`config.mk`:
```
export PLATFORM = sky130hd
export DESIGN_NAME = pc_ctrl
export DESIGN_NICKNAME = d
export VERILOG_FILES = /design/src/rtl/cpu_types_pkg.sv /design/src/rtl/data_path_muxs_pkg.sv /design/src/rtl/sat_counter.sv /design/src/rtl/pc_ctrl.sv
export SDC_FILE = /design/constraint.sdc
export NUM_CORES = 1
export LEC_CHECK = 0
export ABC_CLOCK_PERIOD_IN_PS = 3900
export CAP_MARGIN = 5
export CELL_PAD_IN_SITES_DETAIL_PLACEMENT = 1
export CELL_PAD_IN_SITES_GLOBAL_PLACEMENT = 1
export CORE_ASPECT_RATIO = 0.75
export CORE_UTILIZATION = 28
export CTS_BUF_LIST = sky130_fd_sc_hd__clkbuf_16
export DETAILED_ROUTE_END_ITERATION = 8
export GPL_TIMING_DRIVEN = 0
export HOLD_SLACK_MARGIN = 0.1
export PLACE_DENSITY = 0.85
export SLEW_MARGIN = 5
export SYNTH_ARGS = -nofsm -noshare
export SYNTH_HDL_FRONTEND = slang
export SYNTH_SLANG_ARGS = --single-unit
export TNS_END_PERCENT = 5
```
`constraint.sdc`:
```
create_clock -name CLK -period 3.9 [get_ports CLK]
set_input_delay 1.17 -clock CLK [delete_from_list [all_inputs] [get_ports CLK]]
set_output_delay 1.17 -clock CLK [all_outputs]
set_load 0.02 [all_outputs]
```
`src/rtl/cpu_types_pkg.sv`:
```
// Shared CPU decode constants and control-unit state encodings.
// Opcodes live in instr[31:26]; R-type functs live in instr[5:0].
// pc_ctrl_state_t is the next-PC control state machine encoding.
package cpu_types_pkg;

  localparam logic [5:0] OP_RTYPE = 6'h00;
  localparam logic [5:0] OP_J     = 6'h02;
  localparam logic [5:0] OP_JAL   = 6'h03;
  localparam logic [5:0] OP_BEQ   = 6'h04;
  localparam logic [5:0] OP_BNE   = 6'h05;
  localparam logic [5:0] OP_HALT  = 6'h3F;

  localparam logic [5:0] FN_JR    = 6'h08;

  typedef enum logic [1:0] {
    RUN      = 2'd0,
    MEM_WAIT = 2'd1,
    HALT     = 2'd2
  } pc_ctrl_state_t;

endpackage

```
`src/rtl/data_path_muxs_pkg.sv`:
```
// Select encodings for the datapath multiplexers.
// pc_mux_input_selection picks the next-PC source for the pc block:
//   SEL_NPC = PC+4, SEL_BRANCH = PC+4+offset, SEL_JUMP = jump index, SEL_JR = rs.
package data_path_muxs_pkg;

  typedef enum logic [1:0] {
    SEL_NPC    = 2'd0,
    SEL_BRANCH = 2'd1,
    SEL_JUMP   = 2'd2,
    SEL_JR     = 2'd3
  } pc_mux_input_selection;

endpackage

```
`src/rtl/sat_counter.sv`:
```
// Saturating up-counter: increments on en, sticks at all-ones, never wraps.
// Ports: CLK clock; nRST synchronous active-low clear; en count enable;
//        count current value (registered).
module sat_counter #(
  parameter int W = 32
) (
  input  logic         CLK,
  input  logic         nRST,
  input  logic         en,
  output logic [W-1:0] count
);

  always_ff @(posedge CLK) begin
    if (!nRST) begin
      count <= '0;
    end else if (en && (count != {W{1'b1}})) begin
      count <= count + W'(1);
    end
  end

endmodule

```
`src/rtl/pc_ctrl.sv`:
```
// Next-PC control: decodes PC source and runs the RUN/MEM_WAIT/HALT stall FSM.
// Ports: CLK, nRST (sync, active-low); ihit/dhit memory handshakes; instr, dmemREN/WEN,
//        zero, rs_data decode inputs; PCSrc, load_addr/imm, jr_addr, pc_wait, imemREN,
//        halted, instr_cnt/stall_cnt outputs.
module pc_ctrl
  import data_path_muxs_pkg::*;
  import cpu_types_pkg::*;
#(
  parameter int CNT_W = 32
) (
  input  logic             CLK,
  input  logic             nRST,
  input  logic             ihit,
  input  logic             dhit,
  input  logic [31:0]      instr,
  input  logic             dmemREN,
  input  logic             dmemWEN,
  input  logic             zero,
  input  logic [31:0]      rs_data,
  output logic [1:0]       PCSrc,
  output logic [25:0]      load_addr,
  output logic [15:0]      load_imm,
  output logic [31:0]      jr_addr,
  output logic             pc_wait,
  output logic             imemREN,
  output logic             halted,
  output logic [CNT_W-1:0] instr_cnt,
  output logic [CNT_W-1:0] stall_cnt
);

  pc_ctrl_state_t        state, next_state;
  pc_mux_input_selection pc_sel;
  logic [5:0]            opcode;
  logic [5:0]            funct;

  assign opcode    = instr[31:26];
  assign funct     = instr[5:0];
  assign load_addr = instr[25:0];
  assign load_imm  = instr[15:0];
  assign jr_addr   = rs_data;

  // HALT is absorbing, so the state itself is the sticky flag.
  assign halted    = (state == HALT);

  always_ff @(posedge CLK) begin
    if (!nRST) begin
      state <= RUN;
    end else begin
      state <= next_state;
    end
  end

  always_comb begin
    next_state = state;
    pc_wait    = 1'b1;
    imemREN    = 1'b0;

    unique case (state)
      RUN: begin
        imemREN = 1'b1;
        if (ihit) begin
          // Halt wins over any memory access encoded in the same word.
          if (opcode == OP_HALT) begin
            next_state = HALT;
          end else if (dmemREN || dmemWEN) begin
            if (dhit) begin
              pc_wait = 1'b0;
            end else begin
              next_state = MEM_WAIT;
            end
          end else begin
            pc_wait = 1'b0;
          end
        end
      end
      MEM_WAIT: begin
        // Fetch is parked; instr is held by the pipeline while we wait.
        pc_wait = ~dhit;
        if (dhit) begin
          next_state = RUN;
        end
      end
      HALT: begin
        next_state = HALT;
      end
      default: begin
        next_state = RUN;
      end
    endcase

    if (!nRST) begin
      pc_wait    = 1'b1;
      imemREN    = 1'b0;
      next_state = RUN;
    end
  end

  // PC source only matters when the PC actually advances.
  always_comb begin
    pc_sel = SEL_NPC;
    if (!pc_wait) begin
      if ((opcode == OP_BEQ && zero) || (opcode == OP_BNE && !zero)) begin
        pc_sel = SEL_BRANCH;
      end else if (opcode == OP_J || opcode == OP_JAL) begin
        pc_sel = SEL_JUMP;
      end else if (opcode == OP_RTYPE && funct == FN_JR) begin
        pc_sel = SEL_JR;
      end
    end
  end

  assign PCSrc = pc_sel;

  logic instr_en, stall_en;
  assign instr_en = nRST && !pc_wait;
  assign stall_en = nRST && pc_wait && (state != HALT);

  sat_counter #(.W(CNT_W)) u_instr_cnt (
    .CLK   (CLK),
    .nRST  (nRST),
    .en    (instr_en),
    .count (instr_cnt)
  );

  sat_counter #(.W(CNT_W)) u_stall_cnt (
    .CLK   (CLK),
    .nRST  (nRST),
    .en    (stall_en),
    .count (stall_cnt)
  );

endmodule

```
# Word-level counts from Yosys, hierarchy flattened
# Index checks and enable logic that the tools add are counted.
[op_classes]
div_mod_pow = 0
muxes = 18
magnitude_cmp = 0
mul = 0
eq_ne = 15
n_bitwise = 1
reduce_logical = 16
shifts = 0
addsub = 2
[op_table]
columns = ["cell", "n"]
rows = [
  ["adder 32 x 1 -> 32 bit, second input constant", 2],
  ["!= test 32 bit, second input constant", 2],
  ["2-to-1 mux 2 bit", 9],
  ["equality test 6 x 2 -> 1 bit, second input constant", 2],
  ["equality test 6 x 3 -> 1 bit, second input constant", 2],
  ["logical AND 1 bit", 8],
  ["2-to-1 mux 1 bit", 7],
  ["equality test 6 x 4 -> 1 bit, second input constant", 1],
  ["equality test 6 bit, second input constant", 1],
  ["logical NOT 6 bit", 1],
  ["!= test 2 bit, second input constant", 3],
  ["!= test 3 bit, second input constant", 2],
  ["case mux 2 bit (3 select lines)", 1],
  ["AND reduction 4 bit", 1],
  ["logical OR 1 bit", 3],
  ["equality test 2 x 1 -> 1 bit, second input constant", 1],
  ["equality test 2 bit, second input constant", 1],
  ["logical NOT 1 bit", 2],
  ["logical NOT 2 bit", 1],
  ["case mux 1 bit (2 select lines)", 1],
  ["inverter 1 bit", 1],
]
[word_totals]
rom_bits = 0
word_cells = 55
latchBits = 0
out_inout_bits = 143
ramBits = 0
n_memories = 0
reg_bits = 66

# Longest topological paths before layout
[depth]
depth_word = 9
ltp_mapped = 8
depth_no_buf = 6

# By module
# A second synthesis with hierarchy kept.
[hier_totals]
cells_unflattened = 507
hier_area_um2 = 4255.3
[by_module_without_submodules]
columns = ["module", "seq_area_each_um2", "area_each_um2", "instances", "cells_each"]
rows = [
  ["sat_counter", 640.6, 1704.1, 2, 200],
  ["pc_ctrl", 40.0, 847.1, 1, 107],
]

# Least setup slack after synthesis
# No wires, ideal clock.
[synth_path]
path_type = "in2out"
from = "input port nRST"
to = "output port PCSrc[0]"
path_slack_ns = -0.101
path_buffers = 3
stages = 7
arrival_ns = 2.831
cell_sequence = "clkbuf_1 nand2b_1 a21oi_1 nand2_1 clkbuf_1 buf_1 a21oi_1"
[synth_between]
elab_chain_len = 2
[synth_lines]
columns = ["item", "line_no", "source"]
rows = [
  ["start, declared", "pc_ctrl.sv:12", "input logic nRST,"],
  ["2-to-1 mux 1 bit", "pc_ctrl.sv:91", "if (!nRST) begin"],
  ["named net pc_wait", "pc_ctrl.sv:24", "output logic pc_wait,"],
  ["2-to-1 mux 2 bit", "pc_ctrl.sv:101", "if (!pc_wait) begin"],
  ["end, declared", "pc_ctrl.sv:20", "output logic [1:0] PCSrc,"],
]
# The timed path passes the listed nets, and every way through them passes these cells.

# Worst setup path after layout
[layout_path]
from = "input port instr[26]"
to = "output port PCSrc[1]"
[layout_between]
elab_chain_len = 6
elab_cells_between_ends = 19
cone_classes = "eq/ne (5); mux (8); reduce/logical (6)"
[layout_lines]
columns = ["item", "line_no", "source"]
rows = [
  ["start, declared", "pc_ctrl.sv:15", "input logic [31:0] instr,"],
  ["equality test 6 bit / logical NOT 6 bit (equally long branches)", "pc_ctrl.sv:63, pc_ctrl.sv:106", ""],
  ["2-to-1 mux 1 bit / logical AND 1 bit (equally long branches)", "pc_ctrl.sv:63, pc_ctrl.sv:106", ""],
  ["2-to-1 mux 1 bit / 2-to-1 mux 2 bit (equally long branches)", "pc_ctrl.sv:61, pc_ctrl.sv:106", ""],
  ["case mux 1 bit (2 select lines) / 2-to-1 mux 2 bit (equally long branches)", "pc_ctrl.sv:58, pc_ctrl.sv:104", ""],
  ["2-to-1 mux 1 bit / 2-to-1 mux 2 bit (equally long branches)", "pc_ctrl.sv:91, pc_ctrl.sv:102", ""],
  ["2-to-1 mux 2 bit (*)", "pc_ctrl.sv:101", ""],
]
# Every way passes the cells marked *; elsewhere a longest branch is shown, timed or not.

==> run_summary.xml <==
<?xml version="1.0" encoding="UTF-8"?>
<metrics>
  <group name="route">
    <metric name="post_dr_vias_cell" unit="">5.18</metric>
    <metric name="routedWlPerCell" unit="um">16.9</metric>
    <metric name="drc" unit="">0</metric>
    <metric name="detail_route.first_pass.iterations" unit="">4</metric>
    <metric name="detail_route.wirelength" unit="mm">15.0</metric>
    <metric name="drtAntennaViolNets" unit="">0</metric>
    <metric name="drt_iter0_drc" unit="">253</metric>
    <metric name="route.vias.total" unit="">4596</metric>
  </group>
  <group name="cts">
    <metric name="clk_latency_worst_skew_pair" unit="ns">0.33</metric>
    <metric name="cts_bufs_inserted" unit="">9</metric>
    <metric name="cts_sinks" unit="">66</metric>
    <metric name="clock_tree.root_cell" unit="">sky130_fd_sc_hd__clkbuf_16</metric>
    <metric name="ctsLongestPathBuffers" unit="">2</metric>
    <metric name="clkTransAtPathRegs" unit="ns">0.06</metric>
    <metric name="h-tree-depth" unit="">3</metric>
    <metric name="clock_tree_from_tritoncts" unit="">built</metric>
  </group>
  <group name="pwr">
    <metric name="intPower" unit="uW">1400</metric>
    <metric name="proportion_of_power_drawn_by_flip_flops_and_latches" unit="%">36.8</metric>
    <metric name="share_comb_of_total_power" unit="%">17.3</metric>
    <metric name="switching_share" unit="%">25.6</metric>
    <metric name="irDropWorstVdd" unit="uV">213</metric>
    <metric name="power.net_switching" unit="uW">483</metric>
    <metric name="power-per-cell-area" unit="nW/um2">294</metric>
    <metric name="power.clock.fraction" unit="%">45.9</metric>
    <metric name="power_leakage" unit="uW">0.00221</metric>
    <metric name="post-layout-total-power" unit="uW">1880</metric>
  </group>
  <group name="yosys">
    <metric name="postSynth.topFlopCell" unit="">sky130_fd_sc_hd__dfxtp_1</metric>
    <metric name="syn-num-nets" unit="">582</metric>
    <metric name="synthDominantCellAreaShare" unit="%">31.7</metric>
    <metric name="synthDominantAreaCellType" unit="">sky130_fd_sc_hd__dfxtp_1</metric>
    <metric name="ys_warn_count" unit="">0</metric>
    <metric name="synthesis.area" unit="um2">4170</metric>
    <metric name="synth_sequential_area_ratio" unit="%">31.7</metric>
    <metric name="yosysMostFrequentCell" unit="">sky130_fd_sc_hd__buf_4</metric>
    <metric name="yosys.cell_types.count" unit="">46</metric>
    <metric name="post_synth_inst_count" unit="">509</metric>
    <metric name="yosys_register_bits" unit="">66</metric>
    <metric name="asyncSetResetFlopFracSynth" unit="%">0</metric>
    <metric name="post_synth_edffs" unit="">0</metric>
    <metric name="netlist_top_cells_area" unit="">sky130_fd_sc_hd__dfxtp_1 32%, sky130_fd_sc_hd__buf_4 13%, sky130_fd_sc_hd__o31ai_1 4.5%, sky130_fd_sc_hd__a21oi_1 4.3%, sky130_fd_sc_hd__mux2i_1 4.3%</metric>
    <metric name="synth_common_cells" unit="">74 x sky130_fd_sc_hd__buf_4, 66 x sky130_fd_sc_hd__dfxtp_1, 43 x sky130_fd_sc_hd__nand2_1</metric>
    <metric name="syn_avg_cell_area" unit="um2">8.19</metric>
  </group>
  <group name="place">
    <metric name="buffer_ports.inserted" unit="">160</metric>
    <metric name="placed_cell_area" unit="um2">6020</metric>
    <metric name="gp_congestion" unit="">0.866</metric>
    <metric name="detailed_place_hpwl" unit="mm">11.6</metric>
  </group>
  <group name="timing">
    <metric name="grt_setup_unrepaired" unit="">false</metric>
    <metric name="post-route-min-period" unit="ns">3.86</metric>
    <metric name="max-slew-margin-rel" unit="%">29.6</metric>
    <metric name="finalCritPeriodShare" unit="%">98.9</metric>
    <metric name="tightest_slew" unit="ns">1.05</metric>
    <metric name="finalHoldViolations" unit="">0</metric>
    <metric name="max_freq" unit="MHz">259</metric>
    <metric name="setup_viol_count_final" unit="">0</metric>
    <metric name="timing_max_transition_violations_final" unit="">0</metric>
    <metric name="fin_worst_skew" unit="ns">0.00754</metric>
  </group>
  <group name="critical_path">
    <metric name="cp_data_required_time" unit="ns">2.73</metric>
    <metric name="timing.critical_path.fanout_max" unit="">10</metric>
    <metric name="cpMaxStageDelayCell" unit="">sky130_fd_sc_hd__clkdlybuf4s50_1</metric>
    <metric name="crit_buf_inv" unit="">3</metric>
    <metric name="worstSetupEndpointType" unit="">primary output</metric>
    <metric name="critical_path_class" unit="">in -&gt; out</metric>
    <metric name="worst_ep_arrival_time" unit="ns">2.69</metric>
    <metric name="critical_path.startpoint_type" unit="">primary input</metric>
    <metric name="slowest_delay" unit="ns">0.47</metric>
    <metric name="worstPathCellList" unit="">clkdlybuf4s50_1 -&gt; and4_4 -&gt; a41oi_4 -&gt; nand2_4 -&gt; buf_6 -&gt; a21oi_1 -&gt; buf_4</metric>
    <metric name="dominant_delay_contributor_by_cell_family_on_the_critical_path" unit="">buffers and inverters</metric>
  </group>
  <group name="global_route">
    <metric name="grt_usage" unit="%">19.2</metric>
    <metric name="grt_overflow" unit="">0</metric>
    <metric name="antenna_found_initial" unit="">0</metric>
    <metric name="grt_start_max_net_pins" unit="">12</metric>
    <metric name="via_count_of_the_first_global_routing_pass" unit="">4589</metric>
    <metric name="global_route_wire_length_before_repair" unit="mm">23.2</metric>
  </group>
  <group name="min_path">
    <metric name="hold_removal_path_class" unit="">reg -&gt; reg</metric>
  </group>
  <group name="floorplan">
    <metric name="die_height" unit="um">108</metric>
    <metric name="fp.dieW" unit="um">143</metric>
    <metric name="floorplan.rows" unit="">38</metric>
    <metric name="top_level_ports" unit="">214</metric>
    <metric name="start_util" unit="%">28.7</metric>
    <metric name="die_area" unit="um2">15400</metric>
    <metric name="fp.coreArea" unit="um2">14500</metric>
  </group>
  <group name="cells_and_area">
    <metric name="drive_gt1_share" unit="%">17.6</metric>
    <metric name="antenna_cells_inserted" unit="">0</metric>
    <metric name="layout-area-overhead-vs-synth" unit="%">53.8</metric>
    <metric name="postLayoutCellArea" unit="um2">6410</metric>
    <metric name="layout.filler_cells" unit="">1734</metric>
    <metric name="finish.net_count" unit="">757</metric>
  </group>
  <group name="flow_run">
    <metric name="max-cap-violations" unit="">0</metric>
  </group>
  <group name="outcome">
    <metric name="status" unit="">finished, final reports clean</metric>
  </group>
</metrics>
==> cells by family (layout without fill, tap and decap cells) <==
| kind of cell | Yosys count | count (layout) | share of synthesized area (%) |
|---|---|---|---|
| adders and majority gates | 2 | 2 | 0.600 |
| muxes | 18 | 18 | 4.32 |
| DFF | 66 | 66 | 31.7 |
| and+or+nand+nor | 205 | 205 | 28.8 |
| AOI/OAI and AO/OA | 105 | 105 | 17.1 |
| xor gates and xnor gates | 2 | 2 | 0.420 |
| buffers and inverters | 111 | 290 | 17.1 |
==> power groups by stage <==
| stage | Combinational [uW] | Clock, uW | Sequential [uW] |
|---|---|---|---|
| 6_report | 325 | 865 | 692 |
| 5_1_grt | 344 | 910 | 694 |
| 4_1_cts | 326 | 874 | 692 |
| 3_5_place_dp | 315 | 0 | 707 |
| 3_3_place_gp | 307 | 0 | 707 |
| 2_1_floorplan | 166 | 0 | 712 |
==> metrics by stage <==
step / hold slack, ns / setup TNS (ns) / std cells / setup WS, ns / util (%)
2_1_floorplan: 0.499 / -0.202 / 509 / -0.101 / -
3_3_place_gp: 0.486 / -4.14 / 869 / -1.34 / 41.5
3_5_place_dp: 0.496 / -5.00 / 869 / -1.48 / 41.5
4_1_cts: 0.504 / -0.0755 / 887 / -0.0428 / 44.1
5_1_grt: 0.525 / 0 / 888 / 0.00589 / 44.2
6_report: 0.502 / 0 / 888 / 0.0443 / 44.2
==> path summary, 6_finish.rpt <==
check | startpoint | endpoint | slack (ns) | cells past startpoint
setup / recovery | instr[26] | PCSrc[1] | 0.04 | 7
setup reg to reg | u_instr_cnt.count[0] | u_instr_cnt.count[28] | 1.07 | 7
hold reg to reg | u_stall_cnt.count[20] | u_stall_cnt.count[20] | 0.50 | 2
hold / removal | u_stall_cnt.count[20] | u_stall_cnt.count[20] | 0.50 | 2
==> sequential cells by signal, summed over array words and instances, names as in the netlist <==
signal             count
u_instr_cnt.count     32
u_stall_cnt.count     32
state                  2
==> per-layer routing <==
layer | GRT usage [%] | vias to the layer above | part of all wire (%)
li1 | - | 2191 | -
met1 | 23.5 | 2228 | 44
met2 | 33.8 | 163 | 49
met3 | 4.05 | 14 | 6.6
met4 | 5.07 | 0 | 0.86
met5 | 0 | - | 0
==> cell type report <==
cell class | instances | area, um2 | area share, %
inverters | 11 | 41.3 | 0.644
clock inverters | 6 | 83.8 | 1.31
plain buffers | 99 | 676 | 10.5
clock buffers | 9 | 225 | 3.51
multi-input cells | 332 | 2170 | 33.9
well taps | 200 | 250 | 3.90
flip-flops and latches | 66 | 1320 | 20.6
repair buffers | 165 | 1640 | 25.5
==> what timing repair did <==
item                       in CTS  in global routing
setup buffers                   4                  1
setup endpoints to repair       4                  2
hold buffers                    0                  0
gates resized for setup        24                  4
pin swaps                       3                  3
==> worst min-delay path, stage by stage (launching register included) <==
cell and delay, ns:
sky130_fd_sc_hd__dfxtp_1 0.33, sky130_fd_sc_hd__o31ai_1 0.07, sky130_fd_sc_hd__a21oi_1 0.06
==> layout by cell type (no fill, tap or decap), drive strengths merged, types with 14 or more instances in the layout <==
cell           Yosys  layout
or4               24      24
nand4             20      20
o31ai             25      25
nor4              18      18
nand2b            14      14
buf               84      92
a21oi             36      36
mux2i             18      18
clkbuf            16      24
dfxtp             66      66
nand3             23      23
clkdlybuf4s50      0     154
nand2             43      43
Power figures use the tool's default switching activity.
